--- config.mk ---
export PLATFORM = sky130hd
export DESIGN_NAME = addsub_rr_arbiter
export DESIGN_NICKNAME = d
export VERILOG_FILES = /design/src/rtl/addsub_rr_arbiter.sv
export SDC_FILE = /design/constraint.sdc
export NUM_CORES = 1
export LEC_CHECK = 0
export BUFFER_PORTS_ARGS = -buffer_cell sky130_fd_sc_hd__buf_2
export CAP_MARGIN = 5
export CORE_MARGIN = 2
export CORE_UTILIZATION = 45
export CTS_CLUSTER_SIZE = 25
export DETAILED_ROUTE_END_ITERATION = 10
export GPL_ROUTABILITY_DRIVEN = 0
export PLACE_DENSITY = 0.83
export SETUP_SLACK_MARGIN = 0.02
export SLEW_MARGIN = 20
export SYNTH_ARGS = -nofsm -noshare
export SYNTH_HDL_FRONTEND = slang
export SYNTH_SLANG_ARGS = --single-unit
--- constraint.sdc ---
create_clock -name clk -period 5.7 [get_ports clk]
set_input_delay 1.14 -clock clk [delete_from_list [all_inputs] [get_ports clk]]
set_output_delay 1.14 -clock clk [all_outputs]
set_load 0.01 [all_outputs]
--- src/rtl/addsub_rr_arbiter.sv ---
// ============================================================================
// addsub_rr_arbiter
// ----------------------------------------------------------------------------
// Shares one external 16-bit adder/subtractor among NUM_REQ requesters.
// A round-robin arbiter picks one valid requester in IDLE. Its operands are
// latched and driven to the shared unit for one EXEC cycle. The result is
// captured and then held in RESP until the consumer takes it.
// The sequence is IDLE -> EXEC -> RESP -> IDLE, so at most one op is in flight.
//
// Ports
//   clk, rst_n           rising-edge clock, asynchronous active-low reset
//   req_valid/req_ready  per-requester handshake; ready is one-hot or zero,
//                        and only in IDLE
//   req_a/req_b          packed operands, requester i at [16*i+15:16*i]
//   req_mod              per-requester op select, 0 = add, 1 = subtract
//   alu_a/alu_b/alu_mod  to the shared adder; these hold the last issued op
//   alu_y/alu_ovf        from the shared adder (combinational, same cycle)
//   rsp_valid/rsp_ready  result handshake
//   rsp_y/rsp_ovf/rsp_id result, raw carry-out, index of the issuing requester
//
// Configuration
//   ADDSUB_ARB_PERF_EN   when defined, adds two outputs:
//                        busy_cnt (saturating count of non-IDLE cycles)
//                        grant_cnt (wrapping count of accepts)
// ============================================================================
module addsub_rr_arbiter #(
    parameter int NUM_REQ = 4,
    parameter int ID_W    = 2
) (
    input  logic                    clk,
    input  logic                    rst_n,
    input  logic [NUM_REQ-1:0]      req_valid,
    output logic [NUM_REQ-1:0]      req_ready,
    input  logic [16*NUM_REQ-1:0]   req_a,
    input  logic [16*NUM_REQ-1:0]   req_b,
    input  logic [NUM_REQ-1:0]      req_mod,
    output logic [15:0]             alu_a,
    output logic [15:0]             alu_b,
    output logic                    alu_mod,
    input  logic [15:0]             alu_y,
    input  logic                    alu_ovf,
    output logic                    rsp_valid,
    input  logic                    rsp_ready,
    output logic [15:0]             rsp_y,
    output logic                    rsp_ovf,
    output logic [ID_W-1:0]         rsp_id
`ifdef ADDSUB_ARB_PERF_EN
    ,
    output logic [15:0]             busy_cnt,
    output logic [15:0]             grant_cnt
`endif
);

    typedef enum logic [1:0] {
        S_IDLE = 2'd0,
        S_EXEC = 2'd1,
        S_RESP = 2'd2
    } state_t;

    state_t                         r_state;
    logic [ID_W-1:0]                r_rr_ptr;
    logic [15:0]                    r_alu_a;
    logic [15:0]                    r_alu_b;
    logic                           r_alu_mod;
    logic [ID_W-1:0]                r_id;
    logic                           r_rsp_valid;
    logic [15:0]                    r_rsp_y;
    logic                           r_rsp_ovf;
    logic [ID_W-1:0]                r_rsp_id;

    // Packed views of the operand buses; element i is requester i's field.
    logic [NUM_REQ-1:0][15:0]       w_a_arr;
    logic [NUM_REQ-1:0][15:0]       w_b_arr;

    logic                           w_found;
    logic [ID_W-1:0]                w_grant_idx;
    logic [ID_W-1:0]                w_next_ptr;
    logic [NUM_REQ-1:0]             w_req_ready;
    logic                           w_accept;
    int                             w_dist;
    int                             w_best;

    assign w_a_arr = req_a;
    assign w_b_arr = req_b;

    // Round-robin pick. A requester's rotational distance from rr_ptr is its
    // priority, and the smallest distance wins. This gives the same result as
    // a search that starts at rr_ptr and wraps, without variable indexing.
    // NOTE: every signal driven here gets a default first, so no path leaves
    // a value unassigned and no latch is inferred.
    always_comb begin
        w_found     = 1'b0;
        w_grant_idx = '0;
        w_best      = NUM_REQ;
        w_dist      = 0;
        for (int i = 0; i < NUM_REQ; i++) begin
            if (req_valid[i]) begin
                w_dist = (i + NUM_REQ - int'(r_rr_ptr)) % NUM_REQ;
                if (w_dist < w_best) begin
                    w_best      = w_dist;
                    w_grant_idx = ID_W'(i);
                    w_found     = 1'b1;
                end
            end
        end

        w_req_ready = '0;
        for (int i = 0; i < NUM_REQ; i++) begin
            w_req_ready[i] = (r_state == S_IDLE) && w_found && (w_grant_idx == ID_W'(i));
        end
    end

    // req_ready is only raised for a valid requester, so "found in IDLE" is
    // exactly the valid & ready handshake of the granted requester.
    assign w_accept   = (r_state == S_IDLE) && w_found;
    assign w_next_ptr = (w_grant_idx == ID_W'(NUM_REQ - 1)) ? '0 : w_grant_idx + 1'b1;

    // NOTE: sequential state uses non-blocking assignments only, so every
    // register samples values from before the clock edge.
    always_ff @(posedge clk or negedge rst_n) begin
        if (!rst_n) begin
            r_state     <= S_IDLE;
            r_rr_ptr    <= '0;
            r_alu_a     <= '0;
            r_alu_b     <= '0;
            r_alu_mod   <= 1'b0;
            r_id        <= '0;
            r_rsp_valid <= 1'b0;
            r_rsp_y     <= '0;
            r_rsp_ovf   <= 1'b0;
            r_rsp_id    <= '0;
        end else begin
            case (r_state)
                S_IDLE: begin
                    if (w_accept) begin
                        // The operand registers also drive the shared unit.
                        // They keep the last issued op until the next accept.
                        r_alu_a   <= w_a_arr[w_grant_idx];
                        r_alu_b   <= w_b_arr[w_grant_idx];
                        r_alu_mod <= req_mod[w_grant_idx];
                        r_id      <= w_grant_idx;
                        r_rr_ptr  <= w_next_ptr;
                        r_state   <= S_EXEC;
                    end
                end
                S_EXEC: begin
                    r_rsp_y     <= alu_y;
                    r_rsp_ovf   <= alu_ovf;
                    r_rsp_id    <= r_id;
                    r_rsp_valid <= 1'b1;
                    r_state     <= S_RESP;
                end
                S_RESP: begin
                    if (rsp_ready) begin
                        r_rsp_valid <= 1'b0;
                        r_state     <= S_IDLE;
                    end
                end
                default: begin
                    r_state <= S_IDLE;
                end
            endcase
        end
    end

`ifdef ADDSUB_ARB_PERF_EN
    logic [15:0] r_busy_cnt;
    logic [15:0] r_grant_cnt;

    always_ff @(posedge clk or negedge rst_n) begin
        if (!rst_n) begin
            r_busy_cnt  <= '0;
            r_grant_cnt <= '0;
        end else begin
            if ((r_state != S_IDLE) && (r_busy_cnt != 16'hFFFF)) begin
                r_busy_cnt <= r_busy_cnt + 1'b1;
            end
            if (w_accept) begin
                r_grant_cnt <= r_grant_cnt + 1'b1;
            end
        end
    end

    assign busy_cnt  = r_busy_cnt;
    assign grant_cnt = r_grant_cnt;
`else
`endif

    assign req_ready = w_req_ready;
    assign alu_a     = r_alu_a;
    assign alu_b     = r_alu_b;
    assign alu_mod   = r_alu_mod;
    assign rsp_valid = r_rsp_valid;
    assign rsp_y     = r_rsp_y;
    assign rsp_ovf   = r_rsp_ovf;
    assign rsp_id    = r_rsp_id;

endmodule

Yosys cells after proc, flatten, opt, wreduce, memory -nomap -nowiden
Cells that the tools add are included.
- register bits after elaboration: 59
- bits of input ports: 156
- output and inout port bits: 57
- add/subtract/negate cells: 5
- order comparisons: 5
- equal/unequal tests: 7
- mux-type cells: 32
- bitwise logic cells: 4
- reduce and logical (&&, ||, !) cells: 15
- operator list (kind ; number):
    $mux 32 ; 6
    $lt 3x32->1 ; 3
    $bmux 16 s2 ; 2
    $mux 16 ; 2
    $sub 3x2->4 const A ; 4
    $mux 2 ; 7
    $mux 1 ; 12
    $reduce_or 2->1 ; 4
    $eq 2x2->1 const B ; 3
    $pmux 2 s3 ; 1
    $reduce_and 2->1 ; 3
    $logic_and 1x1->1 ; 5
    $and 1x1->1 ; 4
    $eq 2x1->1 const B ; 2
    $logic_not 2->1 ; 2
    $lt 3x4->1 const B ; 1
    $ne 2x2->1 const B ; 2
    $lt 2x3->1 const B ; 1
    $add 2x1->2 const B ; 1
    $bmux 1 s2 ; 1
    $pmux 1 s2 ; 1
    $reduce_bool 2->1 ; 1

Longest topological paths before layout
- depth in word-level cells: 18
- depth in mapped cells: 19
- depth with buffers taken out: 15

Least setup slack after synthesis
Ideal clock, no wire load.
- path kind: input -> output
- start: input req_valid[1]
- end: output req_ready[1]
- arrival time: 4092 ps
- path slack: 468 ps
- stages: 19
- buffers on the path: 4
- cells stage by stage: inv_1 -> mux2i_1 -> nand2_1 -> o31ai_1 -> inv_1 -> ha_1 -> o21ai_1 -> a22o_1 -> clkbuf_1 -> clkbuf_1 -> mux2i_1 -> ha_1 -> nor2b_1 -> o221a_1 -> a21oi_2 -> buf_4 -> buf_2 -> nand2_1 -> nor2_1
- cells in the longest elaborated chain, start to end: 9
- ends and longest elaborated chain (item ; RTL line ; text):
    start: declaration ; 32 ; input logic [NUM_REQ-1:0] req_valid,
    $mux 32 ; 97 ; if (req_valid[i]) begin
    $lt 3x32->1 ; 99 ; if (w_dist < w_best) begin
    $mux 32 ; 99 ;
    $mux 32 ; 97 ;
    $lt 3x32->1 ; 99 ;
    $mux 2 or $mux 1 (tied branches) ; 99 ;
    $mux 2 or $mux 1 (tied branches) ; 97 ;
    $eq 2x1->1 or $logic_and 1x1->1 (tied branches) ; 109 ; w_req_ready[i] = (r_state == S_IDLE) && w_found && (w_grant_idx == ID_W'(i));
    $logic_and 1x1->1 (*) ; 109 ;
    end: declaration ; 33 ; output logic [NUM_REQ-1:0] req_ready,
Mark *: on every way between the ends. The rest lies on a longest branch, timed or not.

Final worst setup path
- start: input req_valid[0]
- end: output req_ready[1]
- cells in the longest elaborated chain, start to end: 12
- ends and longest elaborated chain (item ; RTL line):
    $mux 32 ; 97
    $lt 3x32->1 ; 99
    $mux 32 ; 99
    $mux 32 ; 97
    $lt 3x32->1 ; 99
    $mux 32 ; 99
    $mux 32 ; 97
    $lt 3x32->1 ; 99
    $mux 2 or $mux 1 (tied branches) ; 99
    $mux 2 or $mux 1 (tied branches) ; 97
    $eq 2x1->1 or $logic_and 1x1->1 (tied branches) ; 109
    $logic_and 1x1->1 (*) ; 109
Marks and branches as above.

==> summary.md <==
| Metric | Value |
|---|---|
| Initial cell density of the core | around 46% |
| H-tree Lvls | 3 |
| Number of nets with antenna violations after routing | 0 |
| CTS tree | done |
| Post-layout nets | 730 |
| Post-layout minimum cycle time | approximately 5 ns |
| Core Box Area | 8090 um2 |
| Kind of start point of the critical path | primary input |
| GRT Util Overall | 24.8% |
| Dpl cells | about 670 |
| Non-filler instance count after layout | 682 |
| Reg2Reg Depth | 14 |
| Drt initial violations | 100 |
| Proportion of layout cells with a drive suffix above 1 | 47.8% |
| Total iterations of the first detailed-routing run | 4 |
| Ys async rst share | 100% |
| Critical path endpoint category | primary output |
| Result of the run | completed |
| Post-CTS Setup Bufs | 0 |
| Count of hold-fix buffers inserted at cts | 0 |
| Vias in the first global route | 3659 |
| Post-synthesis instance total | 373 |
| Net Count, Synth | between 500 and 600 |
| Post-CTS clock slew at the launch and capture registers of the worst setup and hold paths | 0.07 ns |
| PwrDens | 607 nW/um2 |
| Number of cells traversed by the worst hold path | 2 |
| Pin slew with the least headroom to its limit | 0.755 ns |
| Ratio of final minimum period to clock period | 87.6% |
| IO buf count | approximately 210 |
| Fill cells | 684 |
| Worst endpoint required time | roughly 4.6 ns |
| Setup TNS Final | 0 ns |
| Maximum clock rate | approximately 0.2 GHz |
| Detail-routed net length per standard cell | roughly 16 um |
| Number of storage elements in the synthesis netlist | 59 |
| Fraction of the yosys area taken by sequential cells | 39.8% |
| Number of rows in the core area | 33 |
| Total number of yosys warnings | 0 |
| Type of the most critical hold path | reg -> reg |
| Top sig layer | met4 |
| Largest fanout of any net on the critical path | 6 |
| Commonest cells after routing, fill and taps aside | 212 x buf_2, 59 x dfrtp_1, 46 x or3_1, 35 x mux2i_1, 29 x mux2_2 |
| Total routed wirelength | 11.1 mm |
| Mapped Area | 3710 um2 |
| Synthesized area per cell | between 9 and 10 um2 |
| Distinct cells, synth | 42 |
| Sequential cell area in the final layout | 1480 um2 |
| LEAKAGE | between 2 and 2.5 nW |
| Number of buffers on the longest clock path | 2 |
| Hpwl dp | between 7 and 8 mm |
| Inserted Clock Buffers | 9 |
| Worst r2r src | r_rr_ptr[0] |
| Post-synth EDFFs | 0 |
| Delay contributed by the slowest stage of the critical path | 0.31 ns |
| Cell chain of the critical path | buf_2, nand2_1, o31ai_1, inv_1, ha_1, o21ai_1, a22o_1, mux2i_1, ha_1, nor2b_1, o221a_1, a21oi_4, nand2_1, nor2_1, buf_2 |
| Main area contributors after synthesis | dfrtp_1 40%, mux2i_1 9.4%, mux2_2 8.8% |
| Post-route worst setup slack | 0.705 ns |
| Category of the most critical setup path | in -> out |
| Detailed-route DRC error count | 0 |
| Most frequently used flop master after synthesis | dfrtp_1 |
| Global-route wire length before repair | 17.4 mm |
| Wire length on met1 | 4.45 mm |
| Synth-to-layout area growth | 34.5% |
| Final Max Tran Viols | 0 |
| Met2 wire len | roughly 5.5 mm |
| Dominant cell type by area after synthesis | dfrtp_1 |
| Pin count of the biggest net entering global routing | 60 |
| Number of diodes added for antenna fixing | 0 |
| Width of the die | 94.8 um |
| Die area | 8980 um2 |
| Antenna violations before repair | 0 |
| CTS-repair resized insts | 0 |
| DR vias/cell | 5.54 |
| VDD IR max | 238 uV |
| Synth top area share | 39.8% |
| GRT overflow | 0 |
| Clock Skew | 0.00624 ns |
| Max-Cap Viols | 0 |
| Multi-input gate area in the final layout | 2030 um2 |
| Root buffer selected by CTS | clkbuf_8 |
| Startpoint of the most critical hold path | alu_b[12] |
| Die boundary height | 94.8 um |
| Total setup violations reported at the end of the flow | 0 |
| Source-to-sink clock delay at the later pin of the worst-skew pair | ~0.34 ns |
| Signal arrival time at the worst endpoint | 3.86 ns |
| Slowest cell on the critical path | o31ai_1 |
| I/O Pins | 213 |
| Detailed-route via count | 3777 |
| Most common library cell in the layout ignoring fill and taps | buf_2 |
| Worst setup path startpoint | req_valid[0] |
| Minimum setup slack after placement | 0.747 ns |
| Final hold violations | 0 |
| Met3 WL post-DR | 892 um |
| TritonCTS sink count | slightly below 60 |
| Slew HR | between 40% and 50% |
| RSZ-0062 raised after global routing | false |
## registers in the layout (all words and copies together) (netlist names)
register   cells
rsp_id         2
rsp_ovf        1
r_rr_ptr       2
rsp_valid      1
alu_mod        1
alu_b         16
r_id           2
alu_a         16
r_state        2
rsp_y         16
## through the flow
step           hold WS, ns  power (W)  instance area (um2)  utilization (%)
4_1_cts              0.498    0.00304                 4980             61.6
3_5_place_dp         0.480    0.00265                 4790             59.2
3_3_place_gp         0.472    0.00256                 4790             59.2
6_report             0.496    0.00303                 4980             61.6
5_1_grt              0.518    0.00328                 4980             61.6
2_1_floorplan        0.458    0.00213                 3710                -
## kinds of logic (layout without fill, tap and decap cells)
family	Yosys count	after routing	synth area share, %
AND/OR/NAND/NOR	126	126	19.3
buffers and inverters	39	243	5.70
XOR/XNOR	1	1	0.236
AO/OA/AOI/OAI	82	82	16.0
multiplexers	64	64	18.3
flip-flops	59	59	39.8
adder cells (fa/ha/maj)	2	2	0.675
## path summary, 6_finish.rpt
kind / end / slack [ns]
min in group asynchronous: rsp_y[10] / 0.95
worst min register to register: alu_b[12] / 0.50
worst max register to register: alu_b[8] / 2.07
worst min-delay path: alu_b[12] / 0.50
worst max-delay path: req_ready[1] / 0.70
max in group asynchronous: rsp_y[0] / 4.25
## synth_stat cells (2+ instances only)
| cell type | number |
|---|---|
| nor3b_1 | 2 |
| o31ai_1 | 2 |
| a21oi_1 | 25 |
| nor2_1 | 26 |
| a32oi_1 | 10 |
| o21ai_0 | 7 |
| dfrtp_1 | 59 |
| nor4_1 | 23 |
| or3_1 | 46 |
| clkbuf_2 | 2 |
| nor2b_1 | 6 |
| buf_4 | 3 |
| mux2_2 | 29 |
| inv_1 | 5 |
| mux2i_1 | 35 |
| and2_1 | 10 |
| a31o_2 | 2 |
| ha_1 | 2 |
| buf_2 | 7 |
| buf_1 | 2 |
| nor2_2 | 2 |
| o21ai_1 | 6 |
| nand2_1 | 6 |
| a31o_1 | 21 |
| clkbuf_1 | 14 |
| buf_6 | 5 |
## critical path, delay by kind of cell
family | cells | cell delay, ns
multiplexers | 1 | 0.20
adder cells (fa/ha/maj) | 2 | 0.49
buffers and inverters | 3 | 0.41
AO/OA/AOI/OAI | 5 | 1.23
AND/OR/NAND/NOR | 4 | 0.39
## final cells by class
| class | instances | share of cell area, % |
|---|---|---|
| multi-input combinational | 275 | 40.7 |
| sequential | 59 | 29.6 |
| timing repair buffer | 221 | 22.6 |
| clock buffer | 11 | 2.84 |
| tap | 105 | 2.64 |
| clock inverter | 5 | 1.05 |
| inverter | 6 | 0.552 |
## routing by layer
layer  track usage, %  vias to the layer above
met5                0                        -
met4             7.37                        0
met3             7.50                       17
met2             43.7                      169
met1             28.9                     1796
li1                 -                     1795
## power breakdown
part           total [W]  internal (W)  switching, W  leakage [nW]
registers       0.000763      0.000646      0.000116         0.681
clock network   0.000384      0.000212      0.000172        0.0991
logic            0.00188      0.000812       0.00107          1.56
total            0.00303       0.00167       0.00136          2.35
No activity file was read; power rests on OpenSTA's default activity.
